--- src/rtl/rr_arbiter_4ch.sv ---
// rtl/rr_arbiter_4ch.sv - four-channel round-robin burst arbiter with registered byte output
//
// Arbitrates four valid/ready byte producers, drives the downstream 4:1 mux
// select and captures the selected byte into a registered output stage.
// A winning channel keeps the grant for up to MAX_BURST bytes.
//
// Ports:
//   clk, rst          rising-edge clock, synchronous active-high reset
//   in_valid[3:0]     per-channel data valid
//   in_ready[3:0]     per-channel accept (at most one bit high)
//   data0..data3      per-channel bytes
//   sel               current grant index / downstream mux select
//   out_data          registered captured byte
//   out_valid         out_data holds an untaken byte
//   out_ready         consumer accepts out_data
//   busy              high while a grant is active
module rr_arbiter_4ch #(
    parameter int DATA_W    = 8,
    parameter int MAX_BURST = 4
) (
    input  logic              clk,
    input  logic              rst,
    input  logic [3:0]        in_valid,
    output logic [3:0]        in_ready,
    input  logic [DATA_W-1:0] data0,
    input  logic [DATA_W-1:0] data1,
    input  logic [DATA_W-1:0] data2,
    input  logic [DATA_W-1:0] data3,
    output logic [1:0]        sel,
    output logic [DATA_W-1:0] out_data,
    output logic              out_valid,
    input  logic              out_ready,
    output logic              busy
);

    typedef enum logic {
        IDLE  = 1'b0,
        GRANT = 1'b1
    } state_t;

    localparam logic [3:0] LAST_CNT = 4'(MAX_BURST - 1);

    state_t            state_q, state_d;
    logic [1:0]        sel_q, sel_d;
    logic [1:0]        ptr_q, ptr_d;
    logic [3:0]        cnt_q, cnt_d;
    logic [DATA_W-1:0] out_data_q, out_data_d;
    logic              out_valid_q, out_valid_d;

    logic              load_ok;
    logic              xfer;
    logic [1:0]        winner;
    logic [1:0]        idx;
    logic [DATA_W-1:0] mux_byte;

    // The output register can accept a new byte when empty or being drained.
    assign load_ok = !out_valid_q || out_ready;
    assign xfer    = (state_q == GRANT) && in_valid[sel_q] && load_ok;

    always_comb begin
        case (sel_q)
            2'd0:    mux_byte = data0;
            2'd1:    mux_byte = data1;
            2'd2:    mux_byte = data2;
            default: mux_byte = data3;
        endcase
    end

    // Scan from the highest offset down so the lowest offset from ptr wins.
    always_comb begin
        winner = ptr_q;
        idx    = ptr_q;
        for (int i = 3; i >= 0; i--) begin
            idx = ptr_q + 2'(i);
            if (in_valid[idx]) begin
                winner = idx;
            end
        end
    end

    always_comb begin
        in_ready = '0;
        if (state_q == GRANT) begin
            in_ready[sel_q] = load_ok;
        end
    end

    always_comb begin
        state_d     = state_q;
        sel_d       = sel_q;
        ptr_d       = ptr_q;
        cnt_d       = cnt_q;
        out_data_d  = out_data_q;
        out_valid_d = out_valid_q;

        if (out_valid_q && out_ready) begin
            out_valid_d = 1'b0;
        end

        case (state_q)
            IDLE: begin
                if (|in_valid) begin
                    state_d = GRANT;
                    sel_d   = winner;
                    cnt_d   = '0;
                end
            end
            GRANT: begin
                if (!in_valid[sel_q]) begin
                    // Producer dropped its request: release the grant early.
                    state_d = IDLE;
                    ptr_d   = sel_q + 2'd1;
                end else if (xfer) begin
                    out_data_d  = mux_byte;
                    out_valid_d = 1'b1;
                    cnt_d       = cnt_q + 4'd1;
                    if (cnt_q == LAST_CNT) begin
                        state_d = IDLE;
                        ptr_d   = sel_q + 2'd1;
                    end
                end
            end
            default: state_d = IDLE;
        endcase
    end

    always_ff @(posedge clk) begin
        if (rst) begin
            state_q     <= IDLE;
            sel_q       <= '0;
            ptr_q       <= '0;
            cnt_q       <= '0;
            out_data_q  <= '0;
            out_valid_q <= 1'b0;
        end else begin
            state_q     <= state_d;
            sel_q       <= sel_d;
            ptr_q       <= ptr_d;
            cnt_q       <= cnt_d;
            out_data_q  <= out_data_d;
            out_valid_q <= out_valid_d;
        end
    end

    assign sel       = sel_q;
    assign out_data  = out_data_q;
    assign out_valid = out_valid_q;
    assign busy      = (state_q == GRANT);

endmodule

--- config.mk ---
export PLATFORM = sky130hd
export DESIGN_NAME = rr_arbiter_4ch
export DESIGN_NICKNAME = d
export VERILOG_FILES = /design/src/rtl/rr_arbiter_4ch.sv
export SDC_FILE = /design/constraint.sdc
export NUM_CORES = 1
export LEC_CHECK = 0
export ABC_AREA = 1
export CAP_MARGIN = 20
export CELL_PAD_IN_SITES_DETAIL_PLACEMENT = 1
export CELL_PAD_IN_SITES_GLOBAL_PLACEMENT = 1
export CORE_MARGIN = 3
export CORE_UTILIZATION = 30
export CTS_CLUSTER_DIAMETER = 60
export DETAILED_ROUTE_END_ITERATION = 7
export PLACE_DENSITY_LB_ADDON = 0.1
export SLEW_MARGIN = 20
export SYNTH_ARGS = -nofsm -noshare
export SYNTH_HDL_FRONTEND = slang
export SYNTH_SLANG_ARGS = --single-unit
--- constraint.sdc ---
create_clock -name clk -period 2.1 [get_ports clk]
set_input_delay 0.525 -clock clk [delete_from_list [all_inputs] [get_ports clk]]
set_output_delay 0.525 -clock clk [all_outputs]
set_load 0.05 [all_outputs]
Word level (Yosys, flattened, before mapping)
Cells that the tools add are included.
- latch bits: 0
- ROM bits: 0
- memories kept: 0
- memory bits (writable): 0
- bits of input ports: 39
- word-level logic and storage cells: 73
- register bits: 18
- output and inout bits: 16
- divide/modulo/power cells: 0
- add/subtract/negate cells: 5
- reduce and logical (&&, ||, !) cells: 12
- multiplexer cells: 34
- shift-type cells: 0
- bitwise gates (word level): 2
- order comparisons: 6
- multipliers: 0
- equal/unequal tests: 8
- operators by type and width (cell ; number):
    8-bit one-hot mux with 3 select lines ; 1
    4-bit 2-to-1 mux ; 4
    2-bit by 3-bit less-than comparator with 1-bit output, second input constant ; 5
    1-bit 2-to-1 mux ; 14
    2-bit 2-to-1 mux ; 7
    1-bit binary-select mux with 2-bit select ; 5
    3-bit AND reduction ; 3
    4-bit one-hot mux with 2 select lines ; 1
    2-bit by 1-bit inequality test with 1-bit output, second input constant ; 3
    2-bit by 1-bit adder with 2-bit output, second input constant ; 2
    2-bit adder, second input constant ; 2
    4-bit by 1-bit adder with 4-bit output, second input constant ; 1
    4-bit AND ; 1
    4-bit by 2-bit equality test with 1-bit output, second input constant ; 1
    1-bit logical AND ; 4
    2-bit inequality test, second input constant ; 2
    4-bit OR reduction ; 1
    1-bit demux with 2-bit select ; 1
    2-bit by 1-bit equality test with 1-bit output, second input constant ; 1
    2-bit equality test, second input constant ; 1
    2-bit by 1-bit >= comparator with 1-bit output, second input constant ; 1
    2-bit zero test ; 1
    1-bit one-hot mux with 2 select lines ; 1
    2-bit AND reduction ; 1
    3 further kinds ; 3

Logic depth before layout (Yosys ltp)
Gate-level depths: netlist of run 1.
- depth in word-level cells: 7
- mapped depth: 12

Worst setup path before layout of run 1
OpenSTA, ideal clock, no wires.
- kind: reg2out
- start point: register sel_q[0], in the netlist sel[0]
- end point: output in_ready[1]
- required time: 1575 ps
- setup slack: -370 ps
- cell stages (with the launch flop): 5
- data arrival time: 1945 ps
- cell sequence: dfxtp_1 ha_1 clkbuf_1 nand2_1 nor2_1
- word-level cells in the longest chain between the ends: 6
- elaborated cells between the ends (all ways): 7
- ends and longest elaborated chain (item ; line ; RTL):
    from (decl) ; 44 ; logic [1:0] sel_q, sel_d;
    from (signal assigned) ; 137 ; sel_q <= sel_d;
    2-bit by 3-bit less-than comparator with 1-bit output (not written as such) / 2-bit by 1-bit >= comparator with 1-bit output (equally long branches) ; 84 ; in_ready[sel_q] = load_ok;
    1-bit logical AND (not written as such) ; 84 ;
    1-bit 2-to-1 mux (not written as such) ; 84 ;
    1-bit demux with 2-bit select * ; 84 ;
    4-bit AND (no line) * ; - ;
    4-bit 2-to-1 mux * ; 83 ; if (state_q == GRANT) begin
    to (decl) ; 24 ; output logic [3:0] in_ready,
Mark *: on every way between the ends. The rest lies on a longest branch, timed or not.

Worst setup path after layout of run 1
- start point: input out_ready
- end point: output in_ready[1]
- word-level cells in the longest chain between the ends: 3
- ends and longest elaborated chain (item ; line ; RTL):
    from (decl) ; 32 ; input logic out_ready,
    1-bit logical OR ; 57 ; assign load_ok = !out_valid_q || out_ready;
    4-bit AND (no line) ; - ;
    4-bit 2-to-1 mux ; 83 ;
No other way between the ends.

==> summary.md, run 1 <==
| Metric | Value |
|---|---|
| Worst-margin pin slew | 0.5033 ns |
| Final-report max-slew violation count | 0 |
| Sequential share of the synthesized area | 0.2840 |
| Clk buf depth | 2 |
| Peak per-stage delay on the critical path | 0.47 ns |
| Slew Limit Headroom | 0.6634 |
| Gr ovfl total | 0 |
| Detailed Place HPWL | 3313 um |
| Slowest cell on the critical path | clkdlybuf4s50_1 |
| End point of the most critical hold path | cnt_q[0] |
| Number of buffer cells added on primary ports | 54 |
| Vias in the first global route | 1,407 |
| TritonCTS clock tree | built |
| Fin. Hold Viols | 0 |
| Final setup fails | 0 |
| Worst slack at placement | -0.02712 ns |
| Crit-path most repeated cell | nor2_2 |
| Required time worst endpoint | 1.57 ns |
| Routed WL | 4041 um |
| Most frequently used cell type in the post-synthesis netlist | nand2_1 |
| Leakage component of the power | 0.8652 nW |
| CTS clock-pin slew for the worst setup and hold paths | 0.07 ns |
| TritonRoute pass-1 iters | 4 |
| Number of DRC markers after the initial detailed-route iteration | 50 |
| Initial antenna violation count | 0 |
| Number of antenna diodes | 0 |
| Commonest cells post-synth | nand2_1, dfxtp_1, nand3_1, nor2_1 |
| Max rail drop VDD | 0.4591 mV |
| Number of cells traversed by the worst hold path | 1 |
| Count of state elements after synthesis | 18 |
| FILL cells | 548 |
| Period minus WS final | 2.058 ns |
| Standard cell core area | 4029 um^2 |
| EDFF count, synth | 0 |
| Cell area after synthesis | 1269 um^2 |
| Layout Skew | 0.005758 ns |
| Period utilisation layout | 0.9798 |
| Hold path startpoint | cnt_q[0] |
| Number of vias per cell after detailed routing | 4.603 |
| Area fraction of the dominant cell type after synthesis | 0.2840 |
| Synth-to-layout area growth | 54.14% |
| Maximum fanout count along the critical path | 5 |
| Number of sinks handled by clock tree synthesis | 18 |
| Pin count of the biggest net entering global routing | 19 |
| Internal reg-to-reg setup slack | 0.52 ns |
| Reported max-cap violation count | 0 |
| Overall global routing resource usage | 0.1618 |
| Biggest area contributors in the synthesized netlist | dfxtp_1, nand2_1, nand3_1 |
| Number of standard-cell rows in the floorplan | 23 |
| Horiz. Die Dim | 71.03 um |
| Number of nets at the end of the flow | 308 |
| Final standard cell count with taps included and fillers excluded | 312 |
| Critical Path Start Type | primary input |
| Final ANT Viol Nets | 0 |
| Data arrival time of the worst path | 1.53 ns |
| # DRC | 0 |
| Post-CTS Setup Inserts | 0 |
| Final instance area | 1956 um^2 |
| Root Driver | clkbuf_8 |
| Max H-tree Level | 1 |
| Floorplan die area | 5045 um^2 |
| Cells along the critical path | clkdlybuf4s50_1 -> nor2_2 -> inv_2 -> nand2_1 -> nor2_2 -> buf_4 |
| Depth of the worst register-to-register path | 9 |
| Net count of the mapped netlist | 251 |
| Launching element of the worst setup path | out_ready |
| Weighted congestion reported at the end of routability-driven placement | 0.7833 |
| Synth Flop Type | dfxtp_1 |
| Synthesized instance count | 206 |
| Yosys warning total | 0 |
| Source of the worst register-to-register timing path | sel[1] |
| Die extent in y | 71.03 um |
| Max Clock Freq | 0.4860 GHz |
| Sum Neg Setup Slack | 0 ns |
| Number of ports placed on the die boundary | 55 |
| Initial core utilization | 0.3149 |
| Fraction of registers with async set/reset | 0 |
| Global-route wire length before repair | 6610 um |
| Tightest Hold Check Type | register to register |
| Avg WL per Cell | 12.95 um |
| Setup repair after global routing missed its margin | no |
| Syn_area_per_cell | 6.159 um^2 |
| Power density over the cells | 850.8 nW/um^2 |
| Post-route setup slack | 0.04237 ns |
| Result of the run | completed |
| FF-to-FF End | out_data[0] |
| Distinct cell type count after synthesis | 26 |
| Number of cells in the design after placement | 308 |
| Worst skew pair latency | 0.25 ns |
| Number of CTS-inserted buffers | 3 |
| Dominant cell type by area after synthesis | dfxtp_1 |
| Post-placement cell area | 1898 um^2 |
| Endpoint class of the critical path | output port |
| Setup CP Type | primary input to output port |
| Proportion of layout cells with a drive suffix above 1 | 0.1298 |
| Via count | 1,436 |
critical path: cells and delay by family:
kind                   cells  cell delay [ns]
buffers and inverters      3             0.79
AND/OR/NAND/NOR            3             0.22
cells in the final DEF (no fill, tap or decap), types with 2 or more instances in the layout:
| cell type | instances |
|---|---|
| nand2_1 | 69 |
| ha_1 | 6 |
| nand2_2 | 2 |
| a21oi_1 | 16 |
| buf_12 | 3 |
| dfxtp_2 | 2 |
| buf_4 | 8 |
| o21ai_0 | 14 |
| inv_2 | 3 |
| nor2_2 | 6 |
| nand3_1 | 18 |
| dfxtp_1 | 16 |
| clkbuf_8 | 4 |
| nor2_1 | 13 |
| inv_1 | 15 |
| clkdlybuf4s50_1 | 48 |
| o21ai_1 | 9 |
where the power goes:
part / leakage (nW) / switching, mW / internal, mW
logic: 0.688 / 0.567 / 0.355
registers: 0.148 / 0.0570 / 0.401
clock network: 0.0288 / 0.117 / 0.167
total: 0.865 / 0.741 / 0.923
how the worst max path moves through the flow:
stage / to / slack (ns) / depth (start not counted)
after global placement: in_ready[3] / -0.02 / 6
after detailed placement: in_ready[1] / -0.03 / 6
after floorplan: in_ready[1] / 0.08 / 4
after CTS: in_ready[1] / 0.05 / 6
final: in_ready[1] / 0.04 / 6
after global routing: in_ready[1] / 0.007 / 6
final cells by class:
type	instances	area (um^2)	share of cell area
Clock buffer	4	55.05	0.02815
Sequential cell	18	362.8	0.1855
Tap cell	50	62.56	0.03199
Inverter	19	76.32	0.03903
Multi-Input combinational cell	162	798.3	0.4082
Timing Repair Buffer	59	600.6	0.3071
through the flow:
| step | power, mW | hold slack [ns] | utilization |
|---|---|---|---|
| after CTS | 1.688 | 0.4893 | 0.4848 |
| after global routing | 1.805 | 0.5257 | 0.4854 |
| after detailed placement | 1.396 | 0.4788 | 0.4711 |
| after global placement | 1.388 | 0.4700 | 0.4711 |
| final | 1.664 | 0.4828 | 0.4854 |
| after floorplan | 1.074 | 0.4475 | - |
cells by family after synthesis:
| family | Yosys count | synth area share |
|---|---|---|
| xor+xnor | 1 | 0.006905 |
| flops | 18 | 0.2840 |
| buf+inv | 26 | 0.09664 |
| simple gates | 113 | 0.3797 |
| compound gates | 42 | 0.1736 |
| fa+ha+maj | 6 | 0.05917 |
sequential cells by signal (all words and copies together), names as in the netlist:
name       cells
out_data       8
ptr_q          2
out_valid      1
cnt_q          4
busy           1
sel            2
repair_timing:
action                                  4_1_cts  5_1_grt
endpoints found under the setup margin        4        1
pin swaps                                     0        0
hold buffers                                  0        0
endpoints found under the hold margin         0        0
resized for setup                             1        1
routing by layer:
layer  track usage  vias to the layer above  part of all wire
li1              -                      771                 -
met1        0.2330                      627              0.52
met2        0.2461                       30              0.43
met3       0.02699                        8             0.034
met4       0.05010                        0             0.019
met5             0                        -                 0
(Power assumes the default switching activity.)
==> run 2: changes to the inputs <==
--- a/config.mk
+++ b/config.mk
@@ -13,6 +13,7 @@
 export CORE_UTILIZATION = 30
 export CTS_CLUSTER_DIAMETER = 60
 export DETAILED_ROUTE_END_ITERATION = 7
+export HOLD_SLACK_MARGIN = 0.06
 export PLACE_DENSITY_LB_ADDON = 0.1
 export SLEW_MARGIN = 20
 export SYNTH_ARGS = -nofsm -noshare
==> constraint.sdc (replaced) <==
create_clock -name clk -period 2.1 [get_ports clk]
set_input_delay 0.42 -clock clk [delete_from_list [all_inputs] [get_ports clk]]
set_output_delay 0.42 -clock clk [all_outputs]
set_load 0.05 [all_outputs]
==> summary.md, run 2 (synthesized netlist as in run 1, its figures left out) <==
| Metric | Value |
|---|---|
| Met1 WL | 2057 um |
| Clk buf depth | 2 |
| Root Driver | clkbuf_8 |
| Number of sinks handled by clock tree synthesis | 18 |
| Setup repair after global routing missed its margin | no |
| Fin. Hold Viols | 0 |
| Result of the run | completed |
| Layout Skew | 0.005270 ns |
| Standard cell core area | 4029 um^2 |
| Proportion of layout cells with a drive suffix above 1 | 0.1081 |
| Reported max-cap violation count | 0 |
| Period minus WS final | 1.972 ns |
| Die extent in y | 71.03 um |
| Peak per-stage delay on the critical path | 0.41 ns |
| Total power | 1.617 mW |
| Final setup fails | 0 |
| Worst hold slack | 0.4843 ns |
| Number of ports placed on the die boundary | 55 |
| Number of standard-cell rows in the floorplan | 23 |
| CTS clock-pin slew for the worst setup and hold paths | 0.07 ns |
| Flip-flop count of the largest register, all copies and words added | 8 |
| Number of nets at the end of the flow | 306 |
| Via count | 1,447 |
| Setup CP Type | primary input to output port |
| Synth-to-layout area growth | 51.97% |
| Number of cells traversed by the worst hold path | 1 |
| Max rail drop VDD | 0.5149 mV |
| Number of vias per cell after detailed routing | 4.683 |
| Critical Path Start Type | primary input |
| Post-route setup slack | 0.1283 ns |
| Maximum fanout count along the critical path | 5 |
| Slowest cell on the critical path | clkdlybuf4s50_1 |
| Most common library cell in the layout ignoring fill and taps | nand2_1 |
| Number of DRC markers after the initial detailed-route iteration | 68 |
| Routed wl met2 | 1978 um |
| TritonCTS clock tree | built |
| Initial core utilization | 0.3149 |
| Floorplan die area | 5045 um^2 |
| Depth of the worst register-to-register path | 9 |
| Vias in the first global route | 1,521 |
| Final standard cell count with taps included and fillers excluded | 309 |
| Detailed Place HPWL | 3445 um |
| Final instance area | 1928 um^2 |
| Number of buffer cells added on primary ports | 54 |
| Slew Limit Headroom | 0.6692 |
| Period utilisation layout | 0.9389 |
| Worst-margin pin slew | 0.4946 ns |
| Cells along the critical path | clkdlybuf4s50_1 -> nor2_1 -> inv_1 -> nand2_1 -> nor2_2 -> buf_4 |
| Weighted congestion reported at the end of routability-driven placement | 0.7611 |
| Number of gates resized after cts | 0 |
| Post-CTS Setup Inserts | 0 |
| Power density over the cells | 838.6 nW/um^2 |
| Tightest Hold Check Type | register to register |
| Final-report max-slew violation count | 0 |
| Avg WL per Cell | 13.61 um |
| Number of CTS-inserted buffers | 3 |
| Overall global routing resource usage | 0.1724 |
| Gr ovfl total | 0 |
| Horiz. Die Dim | 71.03 um |
| # DRC | 0 |
| Pin count of the biggest net entering global routing | 19 |
| Max Clock Freq | 0.5072 GHz |
| TritonRoute pass-1 iters | 4 |
| Data arrival time of the worst path | 1.55 ns |
| Length of routed met3 wiring | 107 um |
| Global-route wire length before repair | 7031 um |
| Sum Neg Setup Slack | 0 ns |
| Number of antenna diodes | 0 |
| CTS Hold Bufs | 0 |
| Leakage component of the power | 0.8446 nW |
| Routed WL | 4207 um |
| Final ANT Viol Nets | 0 |
| Critical Path Stages | 6 |
| Required time worst endpoint | 1.68 ns |
| Total buffers and inverters traversed by the critical path | 3 |
| Post-route core utilization | 0.4786 |
| Initial antenna violation count | 0 |
| Worst skew pair latency | 0.25 ns |
| Post-placement cell area | 1882 um^2 |
| Number of cells in the design after placement | 306 |
| Endpoint class of the critical path | output port |
| Kind of cell with the highest combined delay on the critical path | buffers and inverters |
| Commonest cells after routing, fill and taps aside | nand2_1, clkdlybuf4s50_1, nand3_1 |
| Max H-tree Level | 1 |
| Worst slack at placement | 0.1173 ns |
| Highest layer used for signal routing | met4 |
==> run 2: cell types whose count changed in the layout (fill, tap and decap cells not counted), sizes merged <==
cell,before,now
buf,11,8
clkdlybuf4s50,48,49
clkbuf,4,3
==> run 2: report_power, final <==
part	switching (mW)	leakage, nW	total (mW)	internal, mW
sequential	0.0593	0.148	0.459	0.400
clock	0.110	0.0216	0.238	0.127
combinational	0.570	0.675	0.920	0.350
total	0.739	0.845	1.62	0.878
==> run 2: worst reg2reg max path: cells and delay by family, from the launching register on <==
kind,cells,cell delay (ns)
buffers and inverters,2,0.30
adders and majority gates,1,0.29
AOI/OAI and AO/OA,3,0.32
and+or+nand+nor,3,0.24
DFF,1,0.40
==> run 2: layer usage <==
| metal | track usage | vias up |
|---|---|---|
| met5 | 0 | - |
| met4 | 0.03967 | 0 |
| met3 | 0.02699 | 6 |
| met2 | 0.2750 | 26 |
| met1 | 0.2446 | 647 |
| li1 | - | 768 |
==> run 2: cell type report <==
type	count	area, um^2
inverters	19	76.32
flip-flops and latches	18	361.6
fillers	544	2101
clock buffers	3	41.29
repair buffers	57	588.1
multi-input cells	162	798.3
well taps	50	62.56
==> run 2: worst paths after layout <==
path	start	slack, ns	to
worst min register to register	cnt_q[0]	0.48	cnt_q[0]
worst min-delay path	cnt_q[0]	0.48	cnt_q[0]
worst max-delay path	out_ready	0.13	in_ready[1]
worst max register to register	sel[1]	0.46	out_data[6]
==> run 3: changes to the inputs <==
--- a/config.mk
+++ b/config.mk
@@ -14,7 +14,7 @@
 export CTS_CLUSTER_DIAMETER = 60
 export DETAILED_ROUTE_END_ITERATION = 7
 export HOLD_SLACK_MARGIN = 0.06
-export PLACE_DENSITY_LB_ADDON = 0.1
+export PLACE_DENSITY_LB_ADDON = 0.05
 export SLEW_MARGIN = 20
 export SYNTH_ARGS = -nofsm -noshare
 export SYNTH_HDL_FRONTEND = slang
==> summary.md, run 3 (synthesized netlist as in run 1, its figures left out) <==
| Metric | Value |
|---|---|
| Result of the run | completed |
| Pin count of the biggest net entering global routing | 19 |
| Data arrival time of the worst path | 1.57 ns |
| Post-route core utilization | 0.4820 |
| Number of buffer cells added on primary ports | 54 |
| Detailed Place HPWL | 3438 um |
| Post-CTS Setup Inserts | 0 |
| Layout Skew | 0.002661 ns |
| Cells along the critical path | clkdlybuf4s50_1 -> nor2_1 -> inv_1 -> nand2_1 -> nor2_2 -> buf_12 |
| Number of CTS-inserted buffers | 3 |
| Slowest cell on the critical path | clkdlybuf4s50_1 |
| Reported max-cap violation count | 0 |
| Gr ovfl total | 0 |
| Max Clock Freq | 0.5035 GHz |
| Number of ports placed on the die boundary | 55 |
| Die extent in y | 71.03 um |
| Synth-to-layout area growth | 53.06% |
| Peak per-stage delay on the critical path | 0.40 ns |
| Total buffers and inverters traversed by the critical path | 3 |
| # DRC | 0 |
| Most common library cell in the layout ignoring fill and taps | nand2_1 |
| Commonest cells after routing, fill and taps aside | nand2_1, clkdlybuf4s50_1, nand3_1 |
| Clk buf depth | 2 |
| Kind of cell with the highest combined delay on the critical path | buffers and inverters |
| Worst hold slack | 0.5013 ns |
| Tightest Hold Check Type | register to register |
| Number of antenna diodes | 0 |
| CTS Hold Bufs | 0 |
| Endpoint class of the critical path | output port |
| Flip-flop count of the largest register, all copies and words added | 8 |
| Routed WL | 4233 um |
| Period utilisation layout | 0.9458 |
| CTS clock-pin slew for the worst setup and hold paths | 0.07 ns |
| Final ANT Viol Nets | 0 |
| Horiz. Die Dim | 71.03 um |
| Vias in the first global route | 1,499 |
| Initial antenna violation count | 0 |
| Final-report max-slew violation count | 0 |
| Via count | 1,449 |
| Proportion of layout cells with a drive suffix above 1 | 0.1115 |
| Number of standard-cell rows in the floorplan | 23 |
| Max rail drop VDD | 0.4749 mV |
| Power density over the cells | 857.7 nW/um^2 |
| Critical Path Start Type | primary input |
| Standard cell core area | 4029 um^2 |
| Leakage component of the power | 0.8518 nW |
| Number of vias per cell after detailed routing | 4.674 |
| Maximum fanout count along the critical path | 5 |
| Final setup fails | 0 |
| Max H-tree Level | 1 |
| Number of DRC markers after the initial detailed-route iteration | 42 |
| Slew Limit Headroom | 0.6652 |
| Number of gates resized after cts | 0 |
| TritonCTS clock tree | built |
| Weighted congestion reported at the end of routability-driven placement | 0.7668 |
| Worst skew pair latency | 0.25 ns |
| Required time worst endpoint | 1.68 ns |
| Setup repair after global routing missed its margin | no |
| TritonRoute pass-1 iters | 4 |
| Sum Neg Setup Slack | 0 ns |
| Initial core utilization | 0.3149 |
| Root Driver | clkbuf_8 |
| Number of sinks handled by clock tree synthesis | 18 |
| Period minus WS final | 1.986 ns |
| Setup CP Type | primary input to output port |
| Floorplan die area | 5045 um^2 |
| Worst-margin pin slew | 0.5007 ns |
| Number of nets at the end of the flow | 306 |
| Overall global routing resource usage | 0.1711 |
| Avg WL per Cell | 13.65 um |
| Fin. Hold Viols | 0 |
| Global-route wire length before repair | 7058 um |
[run 3: layout make-up]
cell class	instances	area [um^2]
Fill cell	545	2087
Tap cell	50	62.56
Timing Repair Buffer	57	588.1
Multi-Input combinational cell	162	798.3
Sequential cell	18	361.6
Clock buffer	4	55.05
Inverter	19	76.32
[run 3: per-stage QoR]
stage	cell area (um^2)	std cells	total power, mW	worst slack (ns)
floorplan	1277	206	1.072	-0.05435
global placement	1882	306	1.378	0.1258
detailed placement	1882	306	1.384	0.1068
CTS	1937	310	1.682	0.04045
global route	1942	310	1.799	0.04736
finish	1942	310	1.665	0.1137
[run 3: path summary, 6_finish.rpt]
| check | start | endpoint | slack [ns] | cells past startpoint |
|---|---|---|---|---|
| setup reg to reg | sel[1] | out_data[0] | 0.49 | 9 |
| hold reg to reg | cnt_q[3] | cnt_q[3] | 0.50 | 2 |
| setup / recovery | out_ready | in_ready[2] | 0.11 | 6 |
| hold / removal | cnt_q[3] | cnt_q[3] | 0.50 | 2 |
[run 3: power breakdown]
| group | switching [mW] | internal [mW] | leakage, nW | total (mW) |
|---|---|---|---|---|
| Sequential | 0.0598 | 0.400 | 0.148 | 0.460 |
| Clock | 0.121 | 0.167 | 0.0288 | 0.287 |
| Combinational | 0.570 | 0.348 | 0.675 | 0.919 |
| Total | 0.751 | 0.915 | 0.852 | 1.67 |
[run 3: tightest hold or removal path, delay by kind of cell (launching register included)]
kind             cells  cell delay [ns]
flip-flops           1             0.34
AND/OR/NAND/NOR      1             0.07
AO/OA/AOI/OAI        1             0.05
[run 3: routing by layer]
layer / vias to the layer above / GRT usage / share of wire
met1: 649 / 0.2379 / 0.49
met5: - / 0 / 0
met2: 26 / 0.2812 / 0.47
li1: 770 / - / -
met4: 0 / 0.03967 / 0.011
met3: 4 / 0.02273 / 0.034
